## config.mk

```make
export PLATFORM = sky130hd
export DESIGN_NAME = toggle_event_decoder_flat
export DESIGN_NICKNAME = d
export VERILOG_FILES = /design/src/rtl/toggle_event_decoder_if.sv /design/src/rtl/toggle_event_decoder.sv /design/src/flat_wrapper.sv
export SDC_FILE = /design/constraint.sdc
export NUM_CORES = 1
export LEC_CHECK = 0
export CELL_PAD_IN_SITES_DETAIL_PLACEMENT = 0
export CELL_PAD_IN_SITES_GLOBAL_PLACEMENT = 1
export CORE_AREA = 10 10 67 69
export DETAILED_ROUTE_END_ITERATION = 8
export DIE_AREA = 0 0 77 79
export PLACE_DENSITY_LB_ADDON = 0.1
export SYNTH_ARGS = -nofsm -noshare
export SYNTH_HDL_FRONTEND = slang
export SYNTH_SLANG_ARGS = --single-unit
```

## constraint.sdc

```tcl
create_clock -name clk -period 4.4 [get_ports clk]
set_input_delay 0.88 -clock clk [delete_from_list [all_inputs] [get_ports clk]]
set_output_delay 0.88 -clock clk [all_outputs]
set_load 0.01 [all_outputs]
```

## src/rtl/toggle_event_decoder_if.sv

```systemverilog
// -----------------------------------------------------------------------------
// toggle_event_decoder_if
//
// Purpose: consumer-side handshake bundle of the toggle event decoder.
//
// Signals:
//   evt_valid    high while at least one event is pending
//   evt_pending  number of detected but unacknowledged events (CNT_W bits)
//   evt_ack      consumer takes one pending event this cycle
//
// Modports:
//   master  the decoder (drives valid/pending, receives ack)
//   slave   the consumer (receives valid/pending, drives ack)
// -----------------------------------------------------------------------------
interface toggle_event_decoder_if #(
    parameter int CNT_W = 8
) ();
    logic             evt_valid;
    logic [CNT_W-1:0] evt_pending;
    logic             evt_ack;

    modport master (
        output evt_valid,
        output evt_pending,
        input  evt_ack
    );

    modport slave (
        input  evt_valid,
        input  evt_pending,
        output evt_ack
    );
endinterface

```

## src/rtl/toggle_event_decoder.sv

```systemverilog
// -----------------------------------------------------------------------------
// toggle_event_decoder
//
// Purpose: destination end of a two-phase (toggle) event crossing. The
// asynchronous toggle level is synchronised into clk, every sampled level
// change becomes a one-cycle event pulse, and events are accumulated in a
// saturating pending counter drained by a valid/ack handshake. A wrapping
// total counter and a sticky overflow flag are provided for debug.
//
// Parameters:
//   SYNC_STAGES  synchroniser depth on tog_in, legal range 2..4
//   CNT_W        width of the pending and total counters
//
// Ports:
//   clk          single clock, rising edge
//   reset        asynchronous active-low reset
//   tog_in       asynchronous toggle level, each transition is one event
//   clr          synchronous clear of evt_total and overflow
//   evt_if       handshake bundle (master): evt_valid, evt_pending, evt_ack
//   event_pulse  registered one-cycle pulse per detected event
//   evt_total    events since reset/clr, wraps modulo 2^CNT_W
//   overflow     sticky: an event was lost while pending was saturated
//
// Build option:
//   TOG_DEC_GLITCH_FILTER_EN  when defined, a filter register follows the
//   synchroniser; a level is accepted only after it has been seen on two
//   consecutive edges. Event latency and the priming period both grow by one.
// -----------------------------------------------------------------------------
module toggle_event_decoder #(
    parameter int SYNC_STAGES = 2,
    parameter int CNT_W       = 8
) (
    input  logic                   clk,
    input  logic                   reset,
    input  logic                   tog_in,
    input  logic                   clr,
    toggle_event_decoder_if.master evt_if,
    output logic                   event_pulse,
    output logic [CNT_W-1:0]       evt_total,
    output logic                   overflow
);

`ifdef TOG_DEC_GLITCH_FILTER_EN
    localparam int PRIME_LEN = SYNC_STAGES + 2;
`else
    localparam int PRIME_LEN = SYNC_STAGES + 1;
`endif

    localparam logic [2:0]       PRIME_LAST = 3'(PRIME_LEN - 1);
    localparam logic [CNT_W-1:0] CNT_MAX    = '1;

    typedef enum logic {
        S_PRIME = 1'b0,
        S_RUN   = 1'b1
    } state_t;

    state_t           state_q, state_d;
    logic [2:0]       prime_cnt_q, prime_cnt_d;

    logic [SYNC_STAGES-1:0] sync_p0;
    logic             sync_out;
    logic             lvl_stable;
    logic             prev_p1;
    logic             evt_p1;
    logic             ack_ok;
    logic [CNT_W-1:0] pending_q;

    function automatic logic [CNT_W-1:0] sat_inc(input logic [CNT_W-1:0] v);
        return (v == CNT_MAX) ? v : v + CNT_W'(1);
    endfunction

    // ---- stage p0: synchroniser on the asynchronous toggle level ----
    always_ff @(posedge clk or negedge reset) begin
        if (!reset) begin
            sync_p0 <= '0;
        end else begin
            sync_p0 <= {sync_p0[SYNC_STAGES-2:0], tog_in};
        end
    end

    assign sync_out = sync_p0[SYNC_STAGES-1];

`ifdef TOG_DEC_GLITCH_FILTER_EN
    logic filt_p1;

    always_ff @(posedge clk or negedge reset) begin
        if (!reset) begin
            filt_p1 <= 1'b0;
        end else begin
            filt_p1 <= sync_out;
        end
    end

    // A level only counts once it has been present on two consecutive edges,
    // so a single-cycle excursion never reaches the change detector.
    assign lvl_stable = (sync_out == filt_p1);
`else
    assign lvl_stable = 1'b1;
`endif

    // ---- stage p1: change detection against the last accepted level ----
    // While priming, prev follows the synchroniser blindly so that whatever
    // level tog_in had at reset release is absorbed without an event.
    always_ff @(posedge clk or negedge reset) begin
        if (!reset) begin
            prev_p1 <= 1'b0;
        end else if (state_q == S_PRIME || lvl_stable) begin
            prev_p1 <= sync_out;
        end
    end

    assign evt_p1 = (state_q == S_RUN) && lvl_stable && (sync_out != prev_p1);

    always_ff @(posedge clk or negedge reset) begin
        if (!reset) begin
            state_q     <= S_PRIME;
            prime_cnt_q <= '0;
        end else begin
            state_q     <= state_d;
            prime_cnt_q <= prime_cnt_d;
        end
    end

    always_comb begin
        state_d     = state_q;
        prime_cnt_d = prime_cnt_q;
        case (state_q)
            S_PRIME: begin
                if (prime_cnt_q == PRIME_LAST) begin
                    state_d = S_RUN;
                end else begin
                    prime_cnt_d = prime_cnt_q + 3'd1;
                end
            end
            S_RUN:   state_d = S_RUN;
            default: state_d = S_PRIME;
        endcase
    end

    // ---- stage p2: pulse register and event counters ----
    // An ack while nothing is pending is simply dropped.
    assign ack_ok = evt_if.evt_ack && (pending_q != '0);

    always_ff @(posedge clk or negedge reset) begin
        if (!reset) begin
            event_pulse <= 1'b0;
            pending_q   <= '0;
            evt_total   <= '0;
            overflow    <= 1'b0;
        end else begin
            event_pulse <= evt_p1;

            // Event and ack on the same edge cancel out.
            case ({evt_p1, ack_ok})
                2'b10:   pending_q <= sat_inc(pending_q);
                2'b01:   pending_q <= pending_q - CNT_W'(1);
                default: pending_q <= pending_q;
            endcase

            // clr wins over an event landing on the same edge; that event is
            // still reflected in pending.
            if (clr) begin
                evt_total <= '0;
                overflow  <= 1'b0;
            end else begin
                if (evt_p1) begin
                    evt_total <= evt_total + CNT_W'(1);
                end
                if (evt_p1 && !ack_ok && (pending_q == CNT_MAX)) begin
                    overflow <= 1'b1;
                end
            end
        end
    end

    assign evt_if.evt_pending = pending_q;
    assign evt_if.evt_valid   = (pending_q != '0);

endmodule
```

## src/flat_wrapper.sv

```systemverilog
// flat-port wrapper written by rule: the top's interface ports become plain ports
module toggle_event_decoder_flat 
#(
    parameter int SYNC_STAGES = 2,
    parameter int CNT_W       = 8
)
  (clk, reset, tog_in, clr, event_pulse, evt_total, overflow, evt_if_evt_valid, evt_if_evt_pending, evt_if_evt_ack);
  toggle_event_decoder_if #(.CNT_W(CNT_W)) evt_if_i ();
  input  logic clk;
  input  logic reset;
  input  logic tog_in;
  input  logic clr;
  output logic event_pulse;
  output logic [CNT_W-1:0] evt_total;
  output logic overflow;
  output wire logic [$bits(evt_if_i.evt_valid)-1:0] evt_if_evt_valid;
  output wire logic [$bits(evt_if_i.evt_pending)-1:0] evt_if_evt_pending;
  input wire logic [$bits(evt_if_i.evt_ack)-1:0] evt_if_evt_ack;
  assign evt_if_evt_valid = evt_if_i.evt_valid;
  assign evt_if_evt_pending = evt_if_i.evt_pending;
  assign evt_if_i.evt_ack = evt_if_evt_ack;
  toggle_event_decoder #(.SYNC_STAGES(SYNC_STAGES), .CNT_W(CNT_W)) u_core (.clk(clk), .reset(reset), .tog_in(tog_in), .clr(clr), .evt_if(evt_if_i), .event_pulse(event_pulse), .evt_total(evt_total), .overflow(overflow));
endmodule
```

==> results of run 1 <==
## registers in the layout, indices dropped and copies added, names as in the netlist
| signal | count |
|---|---|
| u_core.event_pulse | 1 |
| u_core.evt_if.evt_pending | 8 |
| u_core.prime_cnt_q | 3 |
| u_core.prev_p1 | 1 |
| u_core.sync_p0 | 2 |
| u_core.overflow | 1 |
| u_core.state_q | 1 |
| u_core.evt_total | 8 |
## path summary, 6_finish.rpt
kind | slack (ns) | end | start
max in group asynchronous | 2.61 | u_core.evt_if.evt_pending[5]$_DFFE_PN0P_ | reset
max reg2reg | 1.70 | u_core.evt_if.evt_pending[6]$_DFFE_PN0P_ | u_core.evt_if.evt_pending[4]$_DFFE_PN0P_
min reg2reg | 0.37 | u_core.sync_p0[1]$_DFF_PN0_ | u_core.sync_p0[0]$_DFF_PN0_
min | 0.37 | u_core.sync_p0[1]$_DFF_PN0_ | u_core.sync_p0[0]$_DFF_PN0_
max | 1.53 | u_core.evt_if.evt_pending[5]$_DFFE_PN0P_ | evt_if_evt_ack
min in group asynchronous | 1.14 | u_core.prime_cnt_q[2]$_DFFE_PN0P_ | reset
## power by group through the flow
stage / clock [W] / combinational [W] / sequential [W]
floorplan: 0 / 0.000240 / 0.000349
global placement: 0 / 0.000387 / 0.000347
detailed placement: 0 / 0.000391 / 0.000346
CTS: 0.000107 / 0.000393 / 0.000343
global route: 0.000116 / 0.000427 / 0.000349
finish: 0.000100 / 0.000383 / 0.000341
## cells in the mapped netlist, types with 2 or more instances
cell	instances	area, µm²
a21oi_1	10	50.1
xor2_1	8	70.1
nand4_1	4	25.0
xnor2_1	8	70.1
nand2_1	12	45.0
and3_1	2	12.5
nor3_1	2	10.0
dfrtp_1	25	626
o21ai_0	3	15.0
mux2_4	5	75.1
ha_1	9	113
nor4_1	2	12.5
inv_1	5	18.8
nor2_1	9	33.8
## worst max-delay path, cell delays in order
cell	delay [ns]
clkdlybuf4s50_1	0.45
a21boi_1	0.25
and2_4	0.26
ha_1	0.24
a21o_2	0.20
a21oi_1	0.25
o21ai_0	0.14
xor2_1	0.15
mux2_4	0.25
## logic make-up after synthesis
logic type / after synthesis
AOI/OAI and AO/OA: 19
xor gates and xnor gates: 16
adders and majority gates: 10
buffers and inverters: 8
DFF: 25
muxes: 6
and+or+nand+nor: 35
## final cells by class
class                      count  area share, %
clock inverter                 1          0.312
multi-input combinational     86           39.8
tap                           46           3.59
timing repair buffer          23           14.4
inverter                       6           1.41
clock buffer                   3           1.41
sequential                    25           39.1
## metrics by stage
step	cells	hold WS (ns)	worst slack [ns]
floorplan	119	0.331	1.80
global placement	186	0.337	1.24
detailed placement	186	0.342	1.18
CTS	190	0.373	1.54
global route	190	0.375	1.30
finish	190	0.368	1.53
## metal layers
layer	part of all wire, %	track usage [%]
met2	50	16.2
met3	6.4	2.36
met1	42	9.50
met5	0	0
met4	1.6	5.47
==> summary by stage, run 1 <==
Worst setup path
The startpoint type of the worst setup path is a primary input. STA classifies the critical path endpoint as a register. The worst setup path category is primary input to register. Data arrives at the worst endpoint at 3.08 ns. The peak fanout along the critical path is 10. The required time of the worst setup path is ~4.6 ns. The worst reg2reg path depth is 9.

Finish
The repair_antennas step left the layout with diodes totalling 0. In the final layout, the share of cells above drive strength 1 is approximately 7.6%. The top cell types in the final layout, fill and taps aside, are 25 x dfrtp_1, 23 x clkdlybuf4s50_1, 12 x nand2_1.

The finished cells cover approximately 1600 µm². Leaving out fill and tap cells, the most frequent cell in the layout is dfrtp_1. The combined area of the multi-input logic cells is 638 µm².

The sequential standard cell area is 626 µm². At the end of the flow the core is filled with cells to a little under 50%. Relative to the synthesized area, the layout overhead comes to 23.1%. The filler cell count is 313. The final layout net count is 160.

Synthesis
In the synthesized netlist, the number of instances is around 120. The mux contribution to synthesized area is under 10%. The most used flip-flop cell after synthesis is dfrtp_1. The average instance in the mapped netlist occupies about 11 µm². For this run, the register share of the synthesized area comes to between 40% and 50%. The number of different library cells used by synthesis comes to 29. After synthesis, the largest family of logic cells by area is simple AND/OR/NAND/NOR gates. The cell area that synthesis handed to floorplanning was 1300 µm².

The async set-reset flop share out of synthesis is 100%. The number of synthesis warnings is 0. The fraction of the mapped netlist area in simple logic gates is around an eighth.

The synthesized-area fraction occupied by adder cells is 10.2%. The fraction of the mapped netlist area in compound gates is 8.56%. The number of enable-type register cells in the synthesized netlist is 0. When the netlist entered floorplanning its net count stood at about 130. The flip-flop and latch count after synthesis is 25.

The xor and xnor area share after synthesis is 10.8%.

STA
The worst path needs 2.87 ns of the cycle, external delays included. After routing, the total negative slack on setup checks comes to 0 ns. The count of endpoints failing hold in the final timing report is 0.

The slew at the pin with the worst max-slew slack is 1.09 ns. The top achievable clock speed is ~0.35 GHz. The count of final setup violators is 0. The remaining max-slew budget at the tightest pin is between 20% and 30%. The clock arrives with ~0.0022 ns of skew. The max-slew violation count came to 0. Setup repair after global routing left no endpoint under its margin. Dividing the final minimum period by the clock period gives between 60% and 70%.

Global routing
The largest net degree at the start of global routing is 26. The leftover overflow at the end of global routing is 0. The initial antenna violation count is 0.

The first-pass GRT wire length is 4.55 mm. Global routing consumed, over all layers together, 9.09% of the routing resources. The number of global-route vias before repair is about 1000.

Pwr
Power spread over the standard cell area amounts to approximately 510 nW/µm². The internal power of the cells is 0.000531 W. Net switching is a little over a third of the power. Combinational cells account for a little under half of the total power. For this design the static power due to leakage is approximately 0.69 nW. The overall power of the completed layout is 0.000825 W. Registers are responsible for between 40% and 50% of the overall power.

The analysis attributes to net switching a power of slightly below 0.0003 W. The power share of the clock group is 12.2%. VDD sags by at most roughly 0.00025 V.

Detailed routing
The number of vias per cell after detailed routing is just under 5. Detailed routing inserted a total of approximately 930 vias. The number of violations reported at the end of detailed-routing iteration 0 is 22. The number of optimization iterations in the first detailed-route pass is 4.

The post-route DRC violation count is 0. The average detailed-routed wire length per instance is ~14 µm. Once detail routing completed, the nets flagged for antenna violations numbered 0. The final layout contains routed wiring with a total length of between 2 and 3 mm.

Placed design
The weighted congestion reported at the end of routability-driven placement is approximately 0.75. Summing all placed instances gives a cell area of between 1500 and 2000 µm². The number of buffers added on ports is 23.

The post-DP HPWL is slightly below 2 mm.

Floorplanning
The effective utilization at floorplan is between 40% and 50%. The floorplan has 21 rows. The count of boundary I/O pins is 24. The die covers 6080 µm².

Measured along the y axis, the die boundary spans approximately 79 µm. The total core area is 3230 µm². The die is approximately 77 µm wide.

Clocking
The quantity of hold-fixing buffers added after cts is 0. Buffers added to address setup during post-CTS repair amount to 0. The clock root buffer is clkbuf_4.

The clock-pin slew on the worst setup and hold paths is 0.13 ns. The number of CTS-inserted buffers is 3. The clock reaches the later pin of the worst-skew pair after between 0.3 and 0.4 ns. The clock tree from TritonCTS is done.

The post-cts gate resize count is 0. The number of levels the H-tree was split into is 1. Counting every sink on the clock net gives 25.

Counting along the longest clock path gives a buffer depth of 2.

Outcome
The run finished with clean final reports.

Run
The tool flagged a number of max-cap violations equal to 0.

Hold path
The min-delay analysis places its worst path in the category register to register. The cell count of the worst hold path is 0.
Note: power is estimated with default switching activity, not from simulation.
==> run 2, diff against run 1 <==
- CORE_AREA: 10 10 67 69 -> 10 10 72 74
- DIE_AREA: 0 0 77 79 -> 0 0 82 84
- clock period: 4.4 -> 2.3 ns (I/O delays scaled with it)
==> run 2 against run 1 <==
  * The flow now finishes with violations (negative setup slack)
  * Sequential power is 76% higher
  * Clock power is 150% higher
  * Register-to-register slack worse by 1.7 ns
  * Combinational power grew to 3.3 times the previous value
  * Global-route usage is 0.29 points lower
  * Utilization is 1.4 points higher
  * Setup slack worse by 1.6 ns
  * Cell count is 17% higher
  * Sequential cell count stayed put
  * Die area is 13% higher
  * Largest cell class unchanged
  * Highest routed layer unchanged
==> summary by stage, run 2 (synthesis gave the netlist of run 1 again) <==
Worst setup path
Along the worst path, the maximum fanout reaches 7. The worst setup path category is register to register. The worst flop-to-flop path startpoint is u_core.evt_if.evt_pending[6]$_DFFE_PN0P_. STA classifies the critical path endpoint as a register. Data on the critical path arrives at its endpoint at roughly 2.5 ns.

The required time of the worst setup path is approximately 2.5 ns. The peak per-stage delay on the critical path is around 0.43 ns. For this design, the slowest cell found on the critical path is dfrtp_2.

The most critical setup path has its startpoint at u_core.evt_if.evt_pending[6]$_DFFE_PN0P_. The startpoint type of the worst setup path is a register. Traced cell by cell, the critical path runs through nor4_4 > a21boi_2 > and2_4 > fa_2 > a21oi_2 > o211ai_1 > a21oi_1 > xnor2_1 > mux2_4.

Pwr
The design draws 0.00211 W. The peak supply drop is approximately 0.00057 V. For this design the static power due to leakage is between 0.8 and 0.9 nW. The power density normalized to cell area is 1070 nW/µm².

Finish
The net count of the finished layout is about 190. The synthesis-to-finish area growth is 50.9%. Summing all non-filler instances in the final layout gives an area of ~2000 µm². The core occupancy in the finished layout is 50.9%.

The final cell count without fillers is 222. Of the cells placed in the final design, the portion with a size suffix greater than 1 is 32.6%. The library cells used most frequently in the layout, excluding fill and tap cells, are 27 x buf_4, 22 x clkdlybuf4s50_1, 21 x dfrtp_1. The number of antenna diodes in the final layout is 0. Leaving out fill and tap cells, the most frequent cell in the layout is buf_4.

STA
Setup repair after global routing could not meet its margin everywhere. The clock arrives with approximately 0.0066 ns of skew. Setup slack on the critical path of the routed design comes to -0.0206 ns. The max-slew violation count came to 0.

The minimum clock period after layout is between 2 and 2.5 ns. The count of endpoints failing hold in the final timing report is 0. The minimum hold slack is ~0.36 ns. At the pin with the least slew margin, the transition time is roughly 0.35 ns.

The top achievable clock speed is ~0.43 GHz. Setup violations remaining at the end of the flow were counted as 1. In this run the tightest slew margin relative to its limit is 76.4%. The worst path uses 101% of the clock period.

Global routing
The number of global-route vias before repair is around 1000. The first global-routing pass estimated approximately 4.9 mm of wire. Entering global routing, the biggest net connects 26 pins. The initial antenna violation count is 0. The global-route usage over all layers is under 10%. The leftover overflow at the end of global routing is 0.

Placed design
Summed over all nets, the half-perimeter wirelength after detailed placement is approximately 2.2 mm. Summing all placed instances gives a cell area of roughly 1800 µm². The number of cells in the design after placement is roughly 220.

Routability-driven placement finished with a final weighted congestion of 0.748. During placement, the flow inserted port buffers numbering 23.

Clocking
The tree is rooted in a clkbuf_8. The number of CTS-inserted buffers is 3. Counting along the longest clock path gives a buffer depth of 2. CTS built an H-tree with a depth of 1. Buffers inserted to repair hold after CTS numbered 0. After clock tree synthesis, the clock-pin slew on the worst setup and hold paths is ~0.080 ns. TritonCTS built the clock tree. The clock net in this run drives a total of 25 sinks. At the later pin of the worst-skew pair, clock insertion delay measures between 0.2 and 0.3 ns.

Floorplanning
The die is roughly 84 µm tall. The floorplan has 23 rows. The die boundary width is 82 µm.

The core region is between 3000 and 4000 µm². The effective utilization at floorplan is about a third. The die covers slightly below 7000 µm². The count of boundary I/O pins is 24.

Outcome
The checks that failed: negative setup slack. The run finished, with violations left.

Detailed routing
In this run the remaining antenna-violating nets after routing total 0. The final routed wirelength across all metal layers is between 2 and 3 mm. The via total after detailed routing is 1008. In this run, the number of DRC markers left after iteration 0 of detailed routing was 44. The pre-antenna-repair detailed-routing pass consisted of 4 iterations. The average detailed-routed wire length per instance is between 10 and 15 µm. In the routed design, unresolved DRC markers number 0. In the routed layout, each cell is associated on average with a via count of ~4.5.

Hold path
The tightest min-delay check is of the register to register type. In this run the most critical hold path is launched from u_core.sync_p0[0]$_DFF_PN0_.

Run
The max-cap check violation count is 0.
## run 2: repair_timing
item,CTS,global route
setup endpoints to repair,5,6
resized for setup,10,4
pin swaps,6,5
buffers inserted,1,1
## run 2: worst max-delay path, delay by kind of cell (launching register included)
kind	cells	cell delay, ns
fa+ha+maj	1	0.37
simple gates	2	0.52
compound gates	4	0.58
flops	1	0.43
xor+xnor	1	0.08
mux	1	0.25
## run 2: metal layers
metal / vias to the layer above / routed length, µm / share of wire (%) / track usage, %
li1: 515 / - / - / -
met1: 474 / 1200 / 41 / 10.8
met2: 17 / 1520 / 52 / 14.5
met3: 2 / 161 / 5.5 / 1.72
met4: 0 / 29 / 1.0 / 3.25
met5: - / 0 / 0 / 0
## run 2: per-stage QoR
step,setup slack (ns),setup TNS [ns]
4_1_cts,-0.00756,-0.00756
6_report,-0.0206,-0.0206
3_5_place_dp,-0.329,-1.22
5_1_grt,-0.126,-0.422
2_1_floorplan,-0.0323,-0.0323
3_3_place_gp,-0.297,-1.14
## run 2: cell type report
| type | count | area, µm² |
|---|---|---|
| clock buffers | 4 | 45.0 |
| fillers | 354 | 1890 |
| inverters | 6 | 22.5 |
| multi-input cells | 86 | 747 |
| flip-flops and latches | 25 | 631 |
| well taps | 50 | 62.6 |
| repair buffers | 51 | 455 |
## run 2: report_power, final
part | total, W | internal [W] | switching (W)
Combinational | 0.00126 | 0.000738 | 0.000523
Sequential | 0.000600 | 0.000532 | 0.0000681
Clock | 0.000248 | 0.000123 | 0.000124
## run 2: worst paths after layout
path	end	slack, ns	cells after the start
setup / recovery	u_core.evt_if.evt_pending[6]$_DFFE_PN0P_	-0.02	9
hold / removal	u_core.sync_p0[1]$_DFF_PN0_	0.36	0
setup reg to reg	u_core.evt_if.evt_pending[6]$_DFFE_PN0P_	-0.02	9
hold reg to reg	u_core.sync_p0[1]$_DFF_PN0_	0.36	0
max in group asynchronous	u_core.evt_if.evt_pending[0]$_DFFE_PN0P_	1.49	2
min in group asynchronous	u_core.evt_total[4]$_DFFE_PN0P_	0.55	2
